### src/rtl/bcd_time_counter.sv
// BCD HH:MM:SS time-of-day counter with prescaled tick, validated load and carry pulses.
// Optional alarm comparator is enabled by defining BCD_TIME_COUNTER_ALARM_EN.
module bcd_time_counter #(
    parameter int unsigned FORMAT_24H = 1,
    parameter int unsigned TICK_DIV   = 1,
    parameter logic [23:0] INIT_TIME  = 24'h000000
) (
    input  logic        clk,
    input  logic        rst_n,
    input  logic        tick,
    input  logic        run,
    input  logic        load,
    input  logic [23:0] load_time,
    input  logic        load_pm,
`ifdef BCD_TIME_COUNTER_ALARM_EN
    input  logic [23:0] alarm_time,
    input  logic        alarm_pm,
    input  logic        alarm_arm,
    input  logic        alarm_ack,
    output logic        alarm,
`endif
    output logic [23:0] time_bcd,
    output logic        pm,
    output logic        sec_pulse,
    output logic        day_pulse,
    output logic        load_err
);

    localparam int          PW       = (TICK_DIV > 1) ? $clog2(TICK_DIV) : 1;
    localparam logic [PW-1:0] PRE_LAST = PW'(TICK_DIV - 1);
    localparam bit          MODE_24  = (FORMAT_24H != 0);
    // A 12-hour clock has no hour 00; it is shown as 12.
    localparam logic [23:0] INIT_MAPPED = (!MODE_24 && INIT_TIME[23:16] == 8'h00) ?
                                          {8'h12, INIT_TIME[15:0]} : INIT_TIME;

    logic [PW-1:0] pre_r;
    logic [23:0]   next_time_s;
    logic [7:0]    hours_s;
    logic          next_pm_s;
    logic          day_wrap_s;

    function automatic logic time_valid(input logic [23:0] t, input logic mode24);
        logic ok;
        ok = 1'b1;
        for (int i = 0; i < 6; i++) begin
            if (t[i*4 +: 4] > 4'd9) ok = 1'b0;
        end
        if (t[7:4] > 4'd5 || t[15:12] > 4'd5) ok = 1'b0;
        // With every digit already <= 9, packed BCD orders like binary.
        if (mode24) begin
            if (t[23:16] > 8'h23) ok = 1'b0;
        end else begin
            if (t[23:16] == 8'h00 || t[23:16] > 8'h12) ok = 1'b0;
        end
        return ok;
    endfunction

    // Time one second ahead of the current value, with digit carry chain and hour wrap
    always_comb begin
        next_time_s = time_bcd;
        next_pm_s   = pm;
        day_wrap_s  = 1'b0;
        hours_s     = time_bcd[23:16];
        if (time_bcd[3:0] != 4'd9) begin
            next_time_s[3:0] = time_bcd[3:0] + 4'd1;
        end else begin
            next_time_s[3:0] = 4'd0;
            if (time_bcd[7:4] != 4'd5) begin
                next_time_s[7:4] = time_bcd[7:4] + 4'd1;
            end else begin
                next_time_s[7:4] = 4'd0;
                if (time_bcd[11:8] != 4'd9) begin
                    next_time_s[11:8] = time_bcd[11:8] + 4'd1;
                end else begin
                    next_time_s[11:8] = 4'd0;
                    if (time_bcd[15:12] != 4'd5) begin
                        next_time_s[15:12] = time_bcd[15:12] + 4'd1;
                    end else begin
                        next_time_s[15:12] = 4'd0;
                        if (MODE_24) begin
                            if (hours_s == 8'h23) begin
                                hours_s    = 8'h00;
                                day_wrap_s = 1'b1;
                            end else if (hours_s[3:0] == 4'd9) begin
                                hours_s = {hours_s[7:4] + 4'd1, 4'd0};
                            end else begin
                                hours_s = {hours_s[7:4], hours_s[3:0] + 4'd1};
                            end
                        end else begin
                            if (hours_s == 8'h12) begin
                                hours_s = 8'h01;
                            end else if (hours_s == 8'h11) begin
                                // Noon or midnight: the day ends only leaving PM.
                                hours_s    = 8'h12;
                                next_pm_s  = ~pm;
                                day_wrap_s = pm;
                            end else if (hours_s[3:0] == 4'd9) begin
                                hours_s = 8'h10;
                            end else begin
                                hours_s = {hours_s[7:4], hours_s[3:0] + 4'd1};
                            end
                        end
                        next_time_s[23:16] = hours_s;
                    end
                end
            end
        end
    end

    // Time, prescaler and pulse registers: reset > load > count
    always_ff @(posedge clk) begin
        if (!rst_n) begin
            time_bcd  <= INIT_MAPPED;
            pm        <= 1'b0;
            pre_r     <= '0;
            sec_pulse <= 1'b0;
            day_pulse <= 1'b0;
            load_err  <= 1'b0;
        end else begin
            sec_pulse <= 1'b0;
            day_pulse <= 1'b0;
            load_err  <= 1'b0;
            if (load) begin
                if (time_valid(load_time, MODE_24)) begin
                    time_bcd <= load_time;
                    pm       <= MODE_24 ? 1'b0 : load_pm;
                    pre_r    <= '0;
                end else begin
                    load_err <= 1'b1;
                end
            end else if (run && tick) begin
                if (pre_r == PRE_LAST) begin
                    pre_r     <= '0;
                    time_bcd  <= next_time_s;
                    pm        <= next_pm_s;
                    sec_pulse <= 1'b1;
                    day_pulse <= day_wrap_s;
                end else begin
                    pre_r <= pre_r + PW'(1);
                end
            end else begin
                pre_r <= pre_r;
            end
        end
    end

`ifdef BCD_TIME_COUNTER_ALARM_EN
    // Alarm latches the cycle after a matching second boundary; set beats ack
    always_ff @(posedge clk) begin
        if (!rst_n) begin
            alarm <= 1'b0;
        end else if (sec_pulse && alarm_arm && time_bcd == alarm_time &&
                     (MODE_24 || pm == alarm_pm)) begin
            alarm <= 1'b1;
        end else if (alarm_ack) begin
            alarm <= 1'b0;
        end else begin
            alarm <= alarm;
        end
    end
`endif

endmodule

### config.mk
export PLATFORM = sky130hd
export DESIGN_NAME = bcd_time_counter
export DESIGN_NICKNAME = d
export VERILOG_FILES = /design/src/rtl/bcd_time_counter.sv
export SDC_FILE = /design/constraint.sdc
export NUM_CORES = 1
export LEC_CHECK = 0
export CAP_MARGIN = 20
export CORE_MARGIN = 3
export CORE_UTILIZATION = 50
export CTS_CLUSTER_DIAMETER = 120
export DETAILED_ROUTE_END_ITERATION = 8
export GPL_TIMING_DRIVEN = 0
export PLACE_DENSITY = 0.89
export RECOVER_POWER = 25
export SKIP_LAST_GASP = 1
export SLEW_MARGIN = 20
export SYNTH_ARGS = -nofsm -noshare
export SYNTH_HDL_FRONTEND = slang
export SYNTH_SLANG_ARGS = --single-unit
### constraint.sdc
create_clock -name clk -period 3.4 [get_ports clk]
set_clock_uncertainty 0.05 [all_clocks]
set_input_delay 0.51 -clock clk [delete_from_list [all_inputs] [get_ports clk]]
set_output_delay 0.51 -clock clk [all_outputs]
set_load 0.05 [all_outputs]
; After elaboration in Yosys (flattened, before gate mapping)
; Cells that the tools add are included.
[op_classes]
addsub = 7
magnitude_cmp = 9
eq_ne = 12
n_mux = 31
bitwise_logic = 2
reduce_logical = 14
[op_table]
columns = operator, n
row1 = $mux 24, 4
row2 = $add 4x1->4 const B, 6
row3 = $gt 4x4->1 const B, 6
row4 = $mux 8, 3
row5 = $mux 20, 1
row6 = $mux 1, 17
row7 = $mux 16, 1
row8 = $mux 4, 4
row9 = $mux 12, 1
row10 = $ne 2x2->1 const B, 5
row11 = $eq 8x6->1 const B, 1
row12 = $gt 4x3->1 const B, 2
row13 = $gt 8x6->1 const B, 1
row14 = $ne 4x3->1 const B, 2
row15 = $ne 4x4->1 const B, 2
row16 = $reduce_and 8->1, 1
row17 = $reduce_or 8->1, 1
row18 = $reduce_and 7->1, 1
row19 = $reduce_and 6->1, 1
row20 = $reduce_and 5->1, 1
row21 = $eq 4x4->1 const B, 1
row22 = $reduce_and 2->1, 2
row23 = $reduce_and 4->1, 1
row24 = $reduce_and 3->1, 1
row25 = 8 further kinds, 9
[word_totals]
regBits = 28
inputBits = 30
output_inout_bits = 28
elab_cells = 85

; Depth between registers and ports, before layout
; Gate-level depths: netlist of the first run.
[logic_depth]
depth_word = 13
mapped_depth = 7
depth_no_buf = 7

; Least setup slack after synthesis of the first run
; Ideal clock, no wire load.
[synth_path]
path_type = register to register
from = reg time_bcd[20]
to = reg time_bcd[22]
setup_time_ns = 0.074
arrival_ns = 1.784
required_ns = 3.276
setup_slack_ns = 1.492
path_stages_with_launch = 8
n_path_buf = 0
period_less_slack_ns = 1.908
path_cell_list = dfxtp_1 > inv_1 > ha_1 > and3_1 > a211o_1 > o21a_1 > a21o_1 > o21ai_0
[synth_between]
elab_chain_cells = 10
word_cells_on_any_way = 13
classes_between = add/sub: 1 / eq/ne: 1 / mux: 9 / reduce/logical: 2
[synth_rtl]
columns = element, line_no
row1 = from (decl), 22  ; output logic [23:0] time_bcd,
row2 = from (signal assigned), 125  ; time_bcd <= load_time;
row3 = from (signal assigned), 134  ; time_bcd <= next_time_s;
row4 = $add 4x1->4, 85  ; hours_s = {hours_s[7:4] + 4'd1, 4'd0};
row5 = $mux 8, 84  ; end else if (hours_s[3:0] == 4'd9) begin
row6 = $mux 8, 81  ; if (hours_s == 8'h23) begin
row7 = $mux 8, 76  ; if (time_bcd[15:12] != 4'd5) begin
row8 = $mux 12, 72  ; if (time_bcd[11:8] != 4'd9) begin
row9 = $mux 16, 68  ; if (time_bcd[7:4] != 4'd5) begin
row10 = $mux 20, 64  ; if (time_bcd[3:0] != 4'd9) begin
row11 = $mux 24, 132  ; if (pre_r == PRE_LAST) begin
row12 = $mux 24, 131  ; end else if (run && tick) begin
row13 = $mux 24, 123  ; if (load) begin
; Several ways; a longest one is shown, not always the timed one. The select of a mux whose other input is x is not followed.
; A chain may end at the register's enable or synchronous reset.

; Worst setup path in the final report of the first run
[layout_path]
from = in load
to = reg time_bcd[22]
[layout_between]
elab_chain_cells = 2
word_cells_on_any_way = 10
classes_between = eq/ne: 6 / mux: 1 / reduce/logical: 3
[layout_rtl]
columns = element, line_no
row1 = from (decl), 12  ; input logic load,
row2 = $ne 2x1->1 (no source line) (tied with other cells), -
row3 = $reduce_and 8->1 (no source line), -
; Several ways; a longest one is shown, not always the timed one.

==> results of run 1 <==
==> tightest hold or removal path, cell delays in order (launching register included) <==
cell and delay, ns:
dfxtp_1 0.37, nand2_1 0.07, mux2i_1 0.06
==> registers in the layout (all words and copies together) (netlist names) <==
register,flops
time_bcd,24
day_pulse,1
sec_pulse,1
load_err,1
==> cells by family after synthesis <==
group,Yosys count
compound gates,71
xor+xnor,3
fa+ha+maj,2
buf+inv,16
flops,27
mux,7
other cells,1
simple gates,108
==> final timing paths <==
check	to	slack, ns	cells past startpoint
setup / recovery	time_bcd[22]	0.99	8
hold / removal	time_bcd[23]	0.48	2
setup reg to reg	time_bcd[18]	1.57	5
hold reg to reg	time_bcd[23]	0.48	2
==> placed cells by master (no fill, tap or decap), drive strengths merged, types with 2 or more instances in the layout <==
cell	count
o21ai	16
xor2	3
and4bb	2
o211a	3
a311oi	2
and3	3
ha	2
a211o	2
nor4	2
inv	5
nor2	10
buf	2
o211ai	3
nor2b	9
a31oi	3
mux2i	7
nand2b	11
clkbuf	13
nand4	5
nand2	41
a21oi	19
o31ai	5
nand3	7
a31o	2
nor3	6
dlygate4sd3	8
o21a	4
dfxtp	27
nor3b	3
clkdlybuf4s50	47
o221ai	2
==> report_power, final <==
part	internal [mW]	total, mW	leakage [nW]	switching, mW
combinational	0.0496	0.110	0.665	0.0601
clock	0.0462	0.149	0.0150	0.103
sequential	0.319	0.322	0.218	0.00273
total	0.415	0.581	0.898	0.166
==> cell type report <==
class,count,area [um^2]
Multi-Input combinational cell,192,1190
Fill cell,279,960
Timing Repair Buffer,55,551
Sequential cell,27,541
Clock buffer,4,26.3
Tap cell,46,57.6
Buffer,11,46.3
Inverter,5,18.8
==> synthesized netlist by cell type, drive strengths merged (5+ instances only) <==
| master | n |
|---|---|
| nand4 | 5 |
| nor3 | 6 |
| nor2 | 10 |
| dfxtp | 27 |
| nor2b | 9 |
| nand2b | 11 |
| inv | 5 |
| mux2i | 7 |
| a21oi | 19 |
| nand3 | 7 |
| nand2 | 41 |
| clkbuf | 8 |
| o31ai | 5 |
| o21ai | 16 |
==> stage by stage <==
stage	area, um^2	worst slack, ns	hold slack [ns]
6_report	2430	0.991	0.483
5_1_grt	2430	0.837	0.502
4_1_cts	2430	1.13	0.486
3_5_place_dp	2400	0.798	0.461
3_3_place_gp	2400	0.826	0.456
2_1_floorplan	1800	1.49	0.623
==> metal layers <==
| layer | vias to the layer above | part of all wire (%) | global-route usage [%] |
|---|---|---|---|
| met5 | - | 0 | 0 |
| met4 | 0 | 0.43 | 5.33 |
| met3 | 4 | 5.5 | 3.91 |
| met2 | 57 | 49 | 42.1 |
| met1 | 979 | 45 | 31.1 |
| li1 | 980 | - | - |
==> impl_metrics.ini, run 1 <==
[status]
status = complete, no violations

[synthesis]
synth_top_area_share_pct = 30.1
ys_async_sr_fraction_pct = 0
yosysTopAreaCell = dfxtp_1
ys_ff_latch = 27
netlist_area_um2 = 1800
synth_compound_gate_area_share_pct = 26.7
yosys-top-cells-area = dfxtp_1 30%, nand2_1 8.4%, a21oi_1 5.3%, mux2i_1 3.9%, o21ai_0 3.9%
syn_inst = 235
synth_adder_area_share_pct = 1.39
synth_cell_types = 55
yosys.area_share.simple_pct = 32.6
ys_seq_area_share_pct = 30.1
synth_mux_area_share_pct = 3.90
yosys_warnings = 0
synth_edf_count = 0
synth_xor_xnor_area_share_pct = 1.46
synth_top_family_by_area = simple AND/OR/NAND/NOR gates
avgSynthCellArea_um2 = 7.65
syn_nets = 267
synth_ff_type = dfxtp_1

[critical_path]
worst_setup_path_end_kind = register
path_cells = dlygate4sd3_1 > clkbuf_1 > inv_1 > clkbuf_1 > nand2_1 > o21a_1 > a21o_1 > o21ai_0
cp_max_fo = 10
crit_path_top_delay_cell = dlygate4sd3_1
cp.arrival_ns = 2.63
crit_required_ns = 3.62
crit_top_cell = clkbuf_1
path_delay_family = buffers and inverters
crit_start = load
r2r-start = time_bcd[0]
slowest_delay_ns = 0.59
cp-start-kind = input port
path_buf_inv = 4
critPathKind = input port to register

[sta]
slew_headroom_pct = 60.5
rsz0062_at_grt = false
setup_viol = 0
period_share_pct = 70.9
hold_viol_final = 0
max_slew.worst_pin.slew_ns = 0.592
layout_min_cycle_time_ns = 2.41
final.setup.tns_ns = 0
drv_slew = 0
clock.fmax_mhz = 415

[detailed_routing]
first_pass_iters = 4
antenna_left = 0
finalWirelength_um = 5310
drt_iter0_drc = 164
vias_per_cell = 5.94
drcViolationCount = 0
avgRoutedWirePerCell_um = 15.6
via_count = 2020

[placement]
place.gp.congestion = 0.937
port-buffer-count = 55
place_inst = 336
post-dp-hpwl_um = 3960

[cts]
cts_setup_buffers = 0
postCtsHoldBufs = 0
cts_resized = 0
cts.reportedPaths.clkPinSlew_ns = 0.14
htreeDepth = 1
root_buffer = clkbuf_4
cts.sinks = 27
cts_tree = yes
numCtsBuffers = 3
cts_buffer_depth = 2
clk_latency_ns = 0.35

[layout]
final_nets = 327
final_cells = 340
drive_gt1_share_pct = 5.44
final_util_pct = 71.7
syn_to_final_growth_pct = 35.2
antenna_cells = 0

[min_path]
hp-class = register to register
hp-start = time_bcd[23]

[floorplanning]
rows = 21
pin_count = 58
die_width_um = 65.9
start_util_pct = 53.0
core_area_um2 = 3390
dieArea_um2 = 4350
die_h_um = 65.9

[global_routing]
grt_pass1_vias = 1823
grt_max_degree = 15
grt_overflow_total = 0
grt_pass1_wl_um = 8390
grt_use_total_pct = 24.1
antenna_found_initial = 0

[power]
ir_drop_v = 0.000266
powerDensity_nw_per_um2 = 239
finalPower_mw = 0.581
leakagePower_nw = 0.898

[job]
max-cap-violations = 0
No activity file was read; power rests on OpenSTA's default activity.
==> run 2, diff against run 1 <==
--- a/config.mk
+++ b/config.mk
@@ -7,11 +7,11 @@
 export LEC_CHECK = 0
 export CAP_MARGIN = 20
 export CORE_MARGIN = 3
-export CORE_UTILIZATION = 50
+export CORE_UTILIZATION = 46
 export CTS_CLUSTER_DIAMETER = 120
 export DETAILED_ROUTE_END_ITERATION = 8
 export GPL_TIMING_DRIVEN = 0
-export PLACE_DENSITY = 0.89
+export PLACE_DENSITY = 0.83
 export RECOVER_POWER = 25
 export SKIP_LAST_GASP = 1
 export SLEW_MARGIN = 20
==> constraint.sdc (replaced) <==
create_clock -name clk -period 2.31 [get_ports clk]
set_clock_uncertainty 0.05 [all_clocks]
set_input_delay 0.3465 -clock clk [delete_from_list [all_inputs] [get_ports clk]]
set_output_delay 0.3465 -clock clk [all_outputs]
set_load 0.05 [all_outputs]
==> impl_metrics.ini, run 2 (synthesis results as in run 1) <==
[status]
status = complete, no violations

[detailed_routing]
drt_iter0_drc = 234
antenna_left = 0
avgRoutedWirePerCell_um = 15.0
via_count = 2014
finalWirelength_um = 5140
first_pass_iters = 6
drcViolationCount = 0
vias_per_cell = 5.89

[cts]
cts.sinks = 27
cts.reportedPaths.clkPinSlew_ns = 0.09
numCtsBuffers = 3
cts_setup_buffers = 0
cts_buffer_depth = 2
clk_latency_ns = 0.27
htreeDepth = 1
postCtsHoldBufs = 0
cts_tree = yes
root_buffer = clkbuf_8
cts_resized = 0

[sta]
max_slew.worst_pin.slew_ns = 0.574
slew_headroom_pct = 61.7
period_share_pct = 92.7
clock.fmax_mhz = 467
final.setup.tns_ns = 0
timing.hold.ws_ns = 0.465
drv_slew = 0
worst_slack_ns = 0.168
hold_viol_final = 0
rsz0062_at_grt = false
setup_viol = 0
layout_min_cycle_time_ns = 2.14

[min_path]
hold_depth = 2
hold_end = time_bcd[23]
hp-start = time_bcd[23]
hp-class = register to register

[critical_path]
r2r_slack_ns = 0.51
cp_max_fo = 10
path_buf_inv = 3
worst_setup_path_end_kind = register
worstRegToRegCells = 5
r2r-end = time_bcd[17]
crit_path_top_delay_cell = dlygate4sd3_1
slowest_delay_ns = 0.58
crit_top_cell = clkbuf_1
crit_cells = 6
r2r-start = time_bcd[0]
crit_required_ns = 2.40
critPathKind = input port to register
path_cells = dlygate4sd3_1 > clkbuf_1 > clkbuf_1 > o21ai_0 > mux2i_1 > nor2_1
path_delay_family = buffers and inverters
cp-start-kind = input port
cp.arrival_ns = 2.23

[placement]
preCtsSetupSlack_ns = -0.0703
place.gp.congestion = 0.906
place_inst = 338
post-dp-hpwl_um = 3950
port-buffer-count = 55

[global_routing]
grt_pass1_wl_um = 8290
grt_pass1_vias = 1834
grt_max_degree = 15
grt_use_total_pct = 23.1
grt_overflow_total = 0
antenna_found_initial = 0

[power]
ir_drop_v = 0.000444
powerDensity_nw_per_um2 = 366
leakagePower_nw = 0.919
finalPower_mw = 0.899

[floorplanning]
core_area_um2 = 3720
start_util_pct = 48.4
rows = 22
pin_count = 58
die_width_um = 68.5
dieArea_um2 = 4690
die_h_um = 68.5

[layout]
final_nets = 327
nFillCells = 344
final_cells = 342
largest_register_ff_count = 24
drive_gt1_share_pct = 5.78
syn_to_final_growth_pct = 36.5
multi_input_area_um2 = 1190
mostFrequentLayoutCell = clkdlybuf4s50_1
final_cell_mix = 44 x clkdlybuf4s50_1, 40 x nand2_1, 27 x dfxtp_1, 19 x a21oi_1, 14 x o21ai_0
register_area_um2 = 541
top_register = time_bcd
antenna_cells = 0

[job]
max-cap-violations = 0
-- run 2: cell types whose count changed in the layout (fill, tap and decap cells not counted), sizes merged --
cell	change
clkdlybuf4s50	-3
clkbuf	-1
dlygate4sd3	+3
buf	+1
-- run 2: worst min-delay path, cell delays in order (launching register included) --
cell,delay (ns)
dfxtp_1,0.35
nand2_1,0.06
mux2i_1,0.06
-- run 2: through the flow --
| stage | utilization (%) | area [um^2] |
|---|---|---|
| 6_report | 66.0 | 2450 |
| 5_1_grt | 66.0 | 2450 |
| 4_1_cts | 66.0 | 2450 |
| 3_5_place_dp | 64.8 | 2410 |
| 3_3_place_gp | 64.8 | 2410 |
| 2_1_floorplan | - | 1800 |
-- run 2: report_power, final --
group | leakage (nW) | switching (mW) | total [mW] | internal, mW
sequential | 0.218 | 0.00415 | 0.473 | 0.469
clock | 0.0228 | 0.140 | 0.264 | 0.123
combinational | 0.679 | 0.0884 | 0.161 | 0.0731
total | 0.919 | 0.233 | 0.899 | 0.666
-- run 2: worst max-delay path by stage --
stage | slack [ns] | to | start
floorplan | 0.40 | time_bcd[22] | time_bcd[20]
global placement | -0.002 | time_bcd[15] | load
finish | 0.17 | time_bcd[17] | load
CTS | 0.22 | time_bcd[5] | load_time[23]
detailed placement | -0.07 | time_bcd[5] | load_time[23]
global route | 0.04 | time_bcd[17] | load
-- run 2: cell type report --
class | instances | share of cell area, %
buffer | 11 | 1.94
clock buffer | 4 | 1.84
inverter | 5 | 0.765
multi-input combinational | 192 | 48.5
sequential | 27 | 22.0
tap | 48 | 2.45
timing repair buffer | 55 | 22.4
-- run 2: layer usage --
metal | track usage [%] | share of wire (%)
met5 | 0 | 0
met4 | 5.46 | 0.88
met3 | 4.54 | 7.1
met2 | 36.6 | 48
met1 | 32.1 | 44
